<file path="config.mk">
export PLATFORM = sky130hd
export DESIGN_NAME = keypad_scan_debounce
export DESIGN_NICKNAME = d
export VERILOG_FILES = /design/src/rtl/keypad_scan_debounce.sv
export SDC_FILE = /design/constraint.sdc
export NUM_CORES = 1
export LEC_CHECK = 0
export ABC_AREA = 1
export CAP_MARGIN = 10
export CORE_ASPECT_RATIO = 0.9
export CORE_MARGIN = 10
export CORE_UTILIZATION = 32
export DETAILED_ROUTE_END_ITERATION = 7
export DONT_BUFFER_PORTS = 1
export GPL_ROUTABILITY_DRIVEN = 0
export HOLD_SLACK_MARGIN = 0.06
export SKIP_CTS_REPAIR_TIMING = 1
export SYNTH_ARGS = -nofsm -noshare
export SYNTH_HDL_FRONTEND = slang
export SYNTH_SLANG_ARGS = --single-unit
</file>
<file path="constraint.sdc">
create_clock -name int_osc -period 3.3 [get_ports int_osc]
set_clock_uncertainty 0.05 [all_clocks]
set_input_delay 0.66 -clock int_osc [delete_from_list [all_inputs] [get_ports int_osc]]
set_output_delay 0.66 -clock int_osc [all_outputs]
set_load 0.1 [all_outputs]
</file>
<file path="src/rtl/keypad_scan_debounce.sv">
`default_nettype none
// +----------------------------------------------------------------------------+
// | keypad_scan_debounce: 4x4 keypad row scanner with press/release debounce.  |
// | Revision: 1.0                                                              |
// +----------------------------------------------------------------------------+
module keypad_scan_debounce #(
  parameter int SCAN_DIV  = 4,
  parameter int DB_CYCLES = 3
) (
  input  logic       int_osc,
  input  logic       reset,
  input  logic [3:0] col_sync,
  output logic [3:0] r_sel,
  output logic [3:0] key_code,
  output logic       key_valid,
  output logic       key_held
);

  localparam int c_DW = $clog2(SCAN_DIV);
  localparam int c_CW = $clog2(DB_CYCLES + 1);
  localparam logic [c_DW-1:0] c_DWELL_LAST = c_DW'(SCAN_DIV - 1);
  localparam logic [c_CW-1:0] c_CNT_LAST   = c_CW'(DB_CYCLES - 1);

  typedef enum logic [1:0] {
    S_SCAN     = 2'd0,
    S_DEBOUNCE = 2'd1,
    S_HELD     = 2'd2,
    S_RELEASE  = 2'd3
  } state_t;

  state_t          r_state, w_state;
  logic [c_DW-1:0] r_dwell, w_dwell;
  logic [c_CW-1:0] r_cnt, w_cnt;
  logic [1:0]      r_row, w_row;
  logic [1:0]      r_col, w_col;
  logic [3:0]      w_sel;
  logic [3:0]      w_code;
  logic            w_valid;
  logic            w_held;
  logic            w_hit;
  logic            w_any;
  logic [1:0]      w_low_col;

  function automatic logic [3:0] f_map(input logic [1:0] row, input logic [1:0] col);
    logic [3:0] code;
    case ({row, col})
      4'd0:  code = 4'h1;
      4'd1:  code = 4'h2;
      4'd2:  code = 4'h3;
      4'd3:  code = 4'hA;
      4'd4:  code = 4'h4;
      4'd5:  code = 4'h5;
      4'd6:  code = 4'h6;
      4'd7:  code = 4'hB;
      4'd8:  code = 4'h7;
      4'd9:  code = 4'h8;
      4'd10: code = 4'h9;
      4'd11: code = 4'hC;
      4'd12: code = 4'hE;
      4'd13: code = 4'h0;
      4'd14: code = 4'hF;
      default: code = 4'hD;
    endcase
    return code;
  endfunction

  assign w_hit = ~col_sync[r_col];
  assign w_any = ~&col_sync;

  // Lowest-index low column wins when several keys in the row are down.
  always_comb begin
    w_low_col = 2'd3;
    if (!col_sync[0])      w_low_col = 2'd0;
    else if (!col_sync[1]) w_low_col = 2'd1;
    else if (!col_sync[2]) w_low_col = 2'd2;
  end

  always_comb begin
    w_state = r_state;
    w_dwell = r_dwell;
    w_cnt   = r_cnt;
    w_row   = r_row;
    w_col   = r_col;
    w_sel   = r_sel;
    w_code  = key_code;
    w_valid = 1'b0;
    w_held  = key_held;
    case (r_state)
      S_SCAN: begin
        if (r_dwell == c_DWELL_LAST) begin
          w_dwell = '0;
          if (w_any) begin
            w_col   = w_low_col;
            w_cnt   = c_CW'(1);
            w_state = S_DEBOUNCE;
          end else begin
            w_row = r_row + 2'd1;
            w_sel = {r_sel[2:0], r_sel[3]};
          end
        end else begin
          w_dwell = r_dwell + c_DW'(1);
        end
      end
      S_DEBOUNCE: begin
        if (!w_hit) begin
          w_state = S_SCAN;
          w_row   = r_row + 2'd1;
          w_sel   = {r_sel[2:0], r_sel[3]};
          w_dwell = '0;
          w_cnt   = '0;
        end else if (r_cnt == c_CNT_LAST) begin
          w_code  = f_map(r_row, r_col);
          w_valid = 1'b1;
          w_held  = 1'b1;
          w_state = S_HELD;
          w_cnt   = '0;
        end else begin
          w_cnt = r_cnt + c_CW'(1);
        end
      end
      S_HELD: begin
        if (!w_hit) begin
          w_state = S_RELEASE;
          w_cnt   = c_CW'(1);
        end
      end
      default: begin
        if (w_hit) begin
          w_state = S_HELD;
          w_cnt   = '0;
        end else if (r_cnt == c_CNT_LAST) begin
          w_held  = 1'b0;
          w_state = S_SCAN;
          w_row   = r_row + 2'd1;
          w_sel   = {r_sel[2:0], r_sel[3]};
          w_dwell = '0;
          w_cnt   = '0;
        end else begin
          w_cnt = r_cnt + c_CW'(1);
        end
      end
    endcase
  end

  always_ff @(posedge int_osc) begin
    if (reset) begin
      r_state   <= S_SCAN;
      r_dwell   <= '0;
      r_cnt     <= '0;
      r_row     <= 2'd0;
      r_col     <= 2'd0;
      r_sel     <= 4'b1110;
      key_code  <= 4'h0;
      key_valid <= 1'b0;
      key_held  <= 1'b0;
    end else begin
      r_state   <= w_state;
      r_dwell   <= w_dwell;
      r_cnt     <= w_cnt;
      r_row     <= w_row;
      r_col     <= w_col;
      r_sel     <= w_sel;
      key_code  <= w_code;
      key_valid <= w_valid;
      key_held  <= w_held;
    end
  end

endmodule
`default_nettype wire

</file>
# ---- After elaboration in Yosys (flattened, before gate mapping)
# Memories as Yosys holds them, arrays and structs flattened. A register that Yosys moved wholly into a read port is not among the register bits.
# Cells that the tools add are included.
dict set report word_totals {
  ff_bits 16
  mem_bits_ro 64
  inputBits 6
  out_inout_bits 10
  word_cells 84
  n_memories 1
}
# name depth width read_ports rd_clocked_by_memory_dff wr line_no
set memory_table {}
lappend memory_table {{(name not given)} 16 4 1 1 0 46} ;# case ({row, col})
dict set report classes {
  n_addsub 3
  n_lt_le_gt_ge 1
  eq_ne 12
  n_mux 40
  bitwise_logic 5
  n_reduce_logical 14
}
# cell n
set ops {}
lappend ops {{2-bit 2-to-1 mux} 21}
lappend ops {{2-bit one-hot mux with 3 select lines} 4}
lappend ops {{4-bit 2-to-1 mux} 5}
lappend ops {{2-bit != test, second input constant} 6}
lappend ops {{4-bit one-hot mux with 3 select lines} 1}
lappend ops {{4-bit AND reduction} 3}
lappend ops {{3-bit AND reduction} 3}
lappend ops {{1-bit 2-to-1 mux} 7}
lappend ops {{2-bit by 1-bit adder with 2-bit output, second input constant} 3}
lappend ops {{2-bit == test, second input constant} 3}
lappend ops {{6-bit AND reduction} 1}
lappend ops {{5-bit by 1-bit != test with 1-bit output, second input constant} 1}
lappend ops {{1-bit NOT} 5}
lappend ops {{5-bit AND reduction} 1}
lappend ops {{2-bit nonzero test} 2}
lappend ops {{2-bit by 3-bit less-than comparator with 1-bit output, second input constant} 1}
lappend ops {{3-bit != test, second input constant} 1}
lappend ops {{3-bit nonzero test} 1}
lappend ops {{3-bit OR reduction} 1}
lappend ops {{1-bit binary-select mux with 2-bit select} 1}
lappend ops {{2-bit by 1-bit == test with 1-bit output, second input constant} 1}
lappend ops {{2-bit zero test} 1}
lappend ops {{1-bit one-hot mux with 2 select lines} 1}
lappend ops {{2-bit OR reduction} 1}

# ---- Logic depth before layout (Yosys ltp)
dict set report depth {
  word_depth 4
  depth_mapped 11
  ltp_nobuf 11
}

# ---- Least setup slack after synthesis
# OpenSTA, ideal clock, no wires.
dict set report synth_timing {
  kind {input -> register}
  start {input port col_sync[1]}
  end {register r_sel[1]}
  setup_time_ps 137
  arrival_ps 1616
  t_required_ps 3113
  slack_ps 1497
  cell_stages 8
  n_path_buf 0
  cell_sequence {nand2_1 > nand3_4 > nand2_8 > ha_1 > nor2_4 > nand3_4 > nand2_1 > o211ai_1}
}
dict set report synth_via {
  elab_chain_cells 4
  word_cells_on_any_way 7
  cone_classes {2 x eq/ne; 2 x mux; 3 x reduce/logical}
}
# item line_no
set synth_rtl {}
lappend synth_rtl {{start, declared} 12} ;# input logic [3:0] col_sync,
lappend synth_rtl {{1-bit binary-select mux with 2-bit select} 67} ;# assign w_hit = ~col_sync[r_col];
lappend synth_rtl {{1-bit 2-to-1 mux (not written as such)} 67}
lappend synth_rtl {{2-bit != test (no line) or 2-bit nonzero test (tied branches)} --}
lappend synth_rtl {{6-bit AND reduction (no line) *} --}
lappend synth_rtl {{end signal, assigned} 162} ;# r_sel <= w_sel;
lappend synth_rtl {{end, declared} 13} ;# output logic [3:0] r_sel,
# Mark *: on every way between the ends. The rest lies on a longest branch, timed or not. The select of a mux whose other input is x is not followed.
# A chain may end at the register's enable or synchronous reset.

# ---- Worst setup path after layout
dict set report layout_timing {
  start {register r_sel[1]}
  end {output port r_sel[1]}
}
# No word-level cell between the ends.

==> summary.md <==
| Metric | Value |
|---|---|
| Max IR drop VDD | 211 µV |
| Number of synthesized register bits | 20 |
| 1st-iter DRT viols | 69 |
| Initial antenna violation count | 0 |
| Area of the mapped netlist | 1230 µm² |
| Share of layout cells above drive strength 1 | 11.2% |
| Register share of total power | 38.8% |
| Leading cell type in the layout, fill and taps excluded | nand2_1 |
| Simple-gate portion of the synthesized area | 34.0% |
| CTS buffer count | 3 |
| Worst-path clk slew | 80 ps |
| Critical setup path kind | reg -> out |
| Antenna Nets Post-Route | 0 |
| Synth area leaders | dfxtp_1 (32%), ha_1 (10%), nand2_1 (10%), nor2_1 (6.7%), a21oi_1 (5.7%) |
| Buffer depth of the longest clock path | 2 |
| Area Overhead vs Synth | 9.13% |
| Final hold violation count | 0 |
| Synth area leader | dfxtp_1 |
| Final core area utilization | 36.1% |
| Leak | 0.615 nW |
| Seq/Total Area, Yosys | 32.5% |
| Pint | 0.583 mW |
| Logic pwr share | 36.9% |
| Critical path capture point type | primary output |
| Pre-antenna DRT Iters | 4 |
| Reg2reg end | r_cnt[0] |
| Largest family of logic cells by synthesized area | simple AND/OR/NAND/NOR gates |
| Sw Ratio | 42.8% |
| Reg2Reg Setup Slack | 1460 ps |
| Synth Area in Compound Gates | 15.0% |
| Post-synthesis adder-cell area fraction | 10.1% |
| CP max FO | 3 |
| WP data arrival | 1270 ps |
| Synth Area in XOR/XNOR | 0.710% |
| Routed wire length | 2490 µm |
| # H-tree levels | 1 |
| Slew headroom | 32.0% |
| Row Count | 21 |
| Multiplexer share of the synthesized area | 0% |
| Worst Path Required | 2590 ps |
| Vias after detailed routing | 1019 |
| HP Class | in -> reg |
| CORE AREA | 3730 µm² |
| Reg2reg start | r_state[0] |
| Avg WL per Cell | 11.5 µm |
| PwrDens | 757 nW/µm² |
| Outcome | finished, final reports clean |
| Tightest Pin Transition | 1020 ps |
| Dpl ws | 1390 ps |
| Mapped Cells | 170 |
| Layout net count | 187 |
| Final WS setup | 1320 ps |
| Ys Warns | 0 |
| Fillers | 404 |
| Hold Path Depth | 1 |
| DP Area | 1270 µm² |
| Ports | 16 |
| Max Freq | 505 MHz |
| Post-Layout Inst Area | 1350 µm² |
| Vias in the first global route | 909 |
| Die area | 6740 µm² |
| Total negative slack | 0 ps |
| Sink Count | 20 |
| TritonCTS clock tree | yes |
| Max-Cap Viols | 0 |
| Post-synth top area share | 32.5% |
| Global Route Usage Sum | 7.80% |
| R2R depth | 9 |
| IO Port Bufs | 0 |
| Global-route wire length before repair | 4440 µm |
| Net Sw Power | 0.436 mW |
| Most frequent cells in the layout | nand2_1 (33), nor2_1 (22), dfxtp_1 (20) |
| DRC viols | 0 |
| GRT Residual Overflow | 0 |
| Tcrit/Tclk final | 60.0% |
| End of the worst hold path | r_dwell[0] |
| Clock network power share | 24.4% |
| RSZ-0062 raised after global routing | false |
| Die Ht | 78.9 µm |
| Startpoint Class | flop |
| Min Tclk post-route | 1980 ps |
| Min-delay src | reset |
| Initial Utilization | 33.1% |
| Die width | 85.5 µm |
| Largest net degree at the start of global routing | 14 |
| Worst path depth | 0 |
| HPWL Detailed | 1920 µm |
| Drt via density | 4.72 |
| Final-report max-slew violation count | 0 |
| Synth unique cells | 29 |
| Final Setup Violations | 0 |
| Synthesized net count | 186 |
| Worst-Skew Late Latency | 260 ps |
| Diodes inserted | 0 |
| Avg Cell Area, Syn | 7.26 µm² |
| Root buffer cell | clkbuf_8 |
cell families (layout without fill, tap and decap cells):
family                   count (synthesis)  count (layout)
AND/OR/NAND/NOR                         82              82
buffers and inverters                   25              25
XOR/XNOR                                 1               1
AO/OA/AOI/OAI                           32              32
flip-flops                              20              20
adder cells (fa/ha/maj)                 10              10
worst max path at each step:
stage                            from        to  slack, ps
final                        r_sel[1]  r_sel[1]       1320
after global routing         r_sel[3]  r_sel[3]       1280
after CTS                    r_sel[1]  r_sel[1]       1310
after detailed placement  col_sync[1]  r_sel[1]       1390
after global placement    col_sync[1]  r_sel[1]       1420
after floorplan           col_sync[1]  r_sel[1]       1500
power groups by stage:
| stage | registers, mW | logic [mW] | clock network (mW) |
|---|---|---|---|
| final | 0.395 | 0.375 | 0.248 |
| after global routing | 0.404 | 0.441 | 0.268 |
| after CTS | 0.395 | 0.378 | 0.259 |
| after detailed placement | 0.401 | 0.377 | 0 |
| after global placement | 0.401 | 0.376 | 0 |
| after floorplan | 0.386 | 0.328 | 0 |
stage by stage:
| stage | hold WS (ps) | total power [mW] | instances |
|---|---|---|---|
| floorplan | 393 | 0.714 | 170 |
| global placement | 404 | 0.777 | 212 |
| detailed placement | 411 | 0.778 | 212 |
| CTS | 391 | 1.03 | 216 |
| global route | 388 | 1.11 | 216 |
| finish | 405 | 1.02 | 216 |
state kept, by name (all words and copies together) (netlist names), named ones only:
signal and count:
r_row 2, key_code 4, r_dwell 2, r_state 1
r_sel 4, r_col 2, r_cnt 2, key_valid 1
key_held 1
layout make-up:
type	count	area, µm²	area share (%)
flip-flops and latches	20	400	29.7
well taps	46	57.6	4.28
clock buffers	3	41.3	3.07
inverters	21	78.8	5.86
multi-input cells	125	738	54.8
clock inverters	1	30.0	2.23
cells in the mapped netlist:
master,count
nor2_2,1
inv_2,3
nand3_1,9
nor2_1,22
nand3_2,3
o21ai_1,1
a21oi_1,14
clkbuf_1,3
nand2_1,33
xor2_1,1
inv_1,18
o21a_1,1
nor3_1,2
dfxtp_1,20
o21ai_0,11
nand2_8,1
buf_2,1
nand2_4,1
nand2_2,1
nand4_1,4
nand3_4,2
or2_1,1
nor2_4,1
a211oi_1,1
a21oi_4,1
or2_2,1
a311oi_1,1
ha_1,10
o211ai_1,2
per-layer routing:
layer | share of wire (%) | wire, µm | up-vias | track usage (%)
met3 | 6.5 | 161 | 4 | 2.24
met1 | 53 | 1320 | 436 | 10.4
met5 | 0 | 0 | - | 0
met4 | 1.6 | 41 | 0 | 3.95
met2 | 39 | 970 | 19 | 11.0
li1 | - | - | 560 | -
No activity file was read; power rests on OpenSTA's default activity.
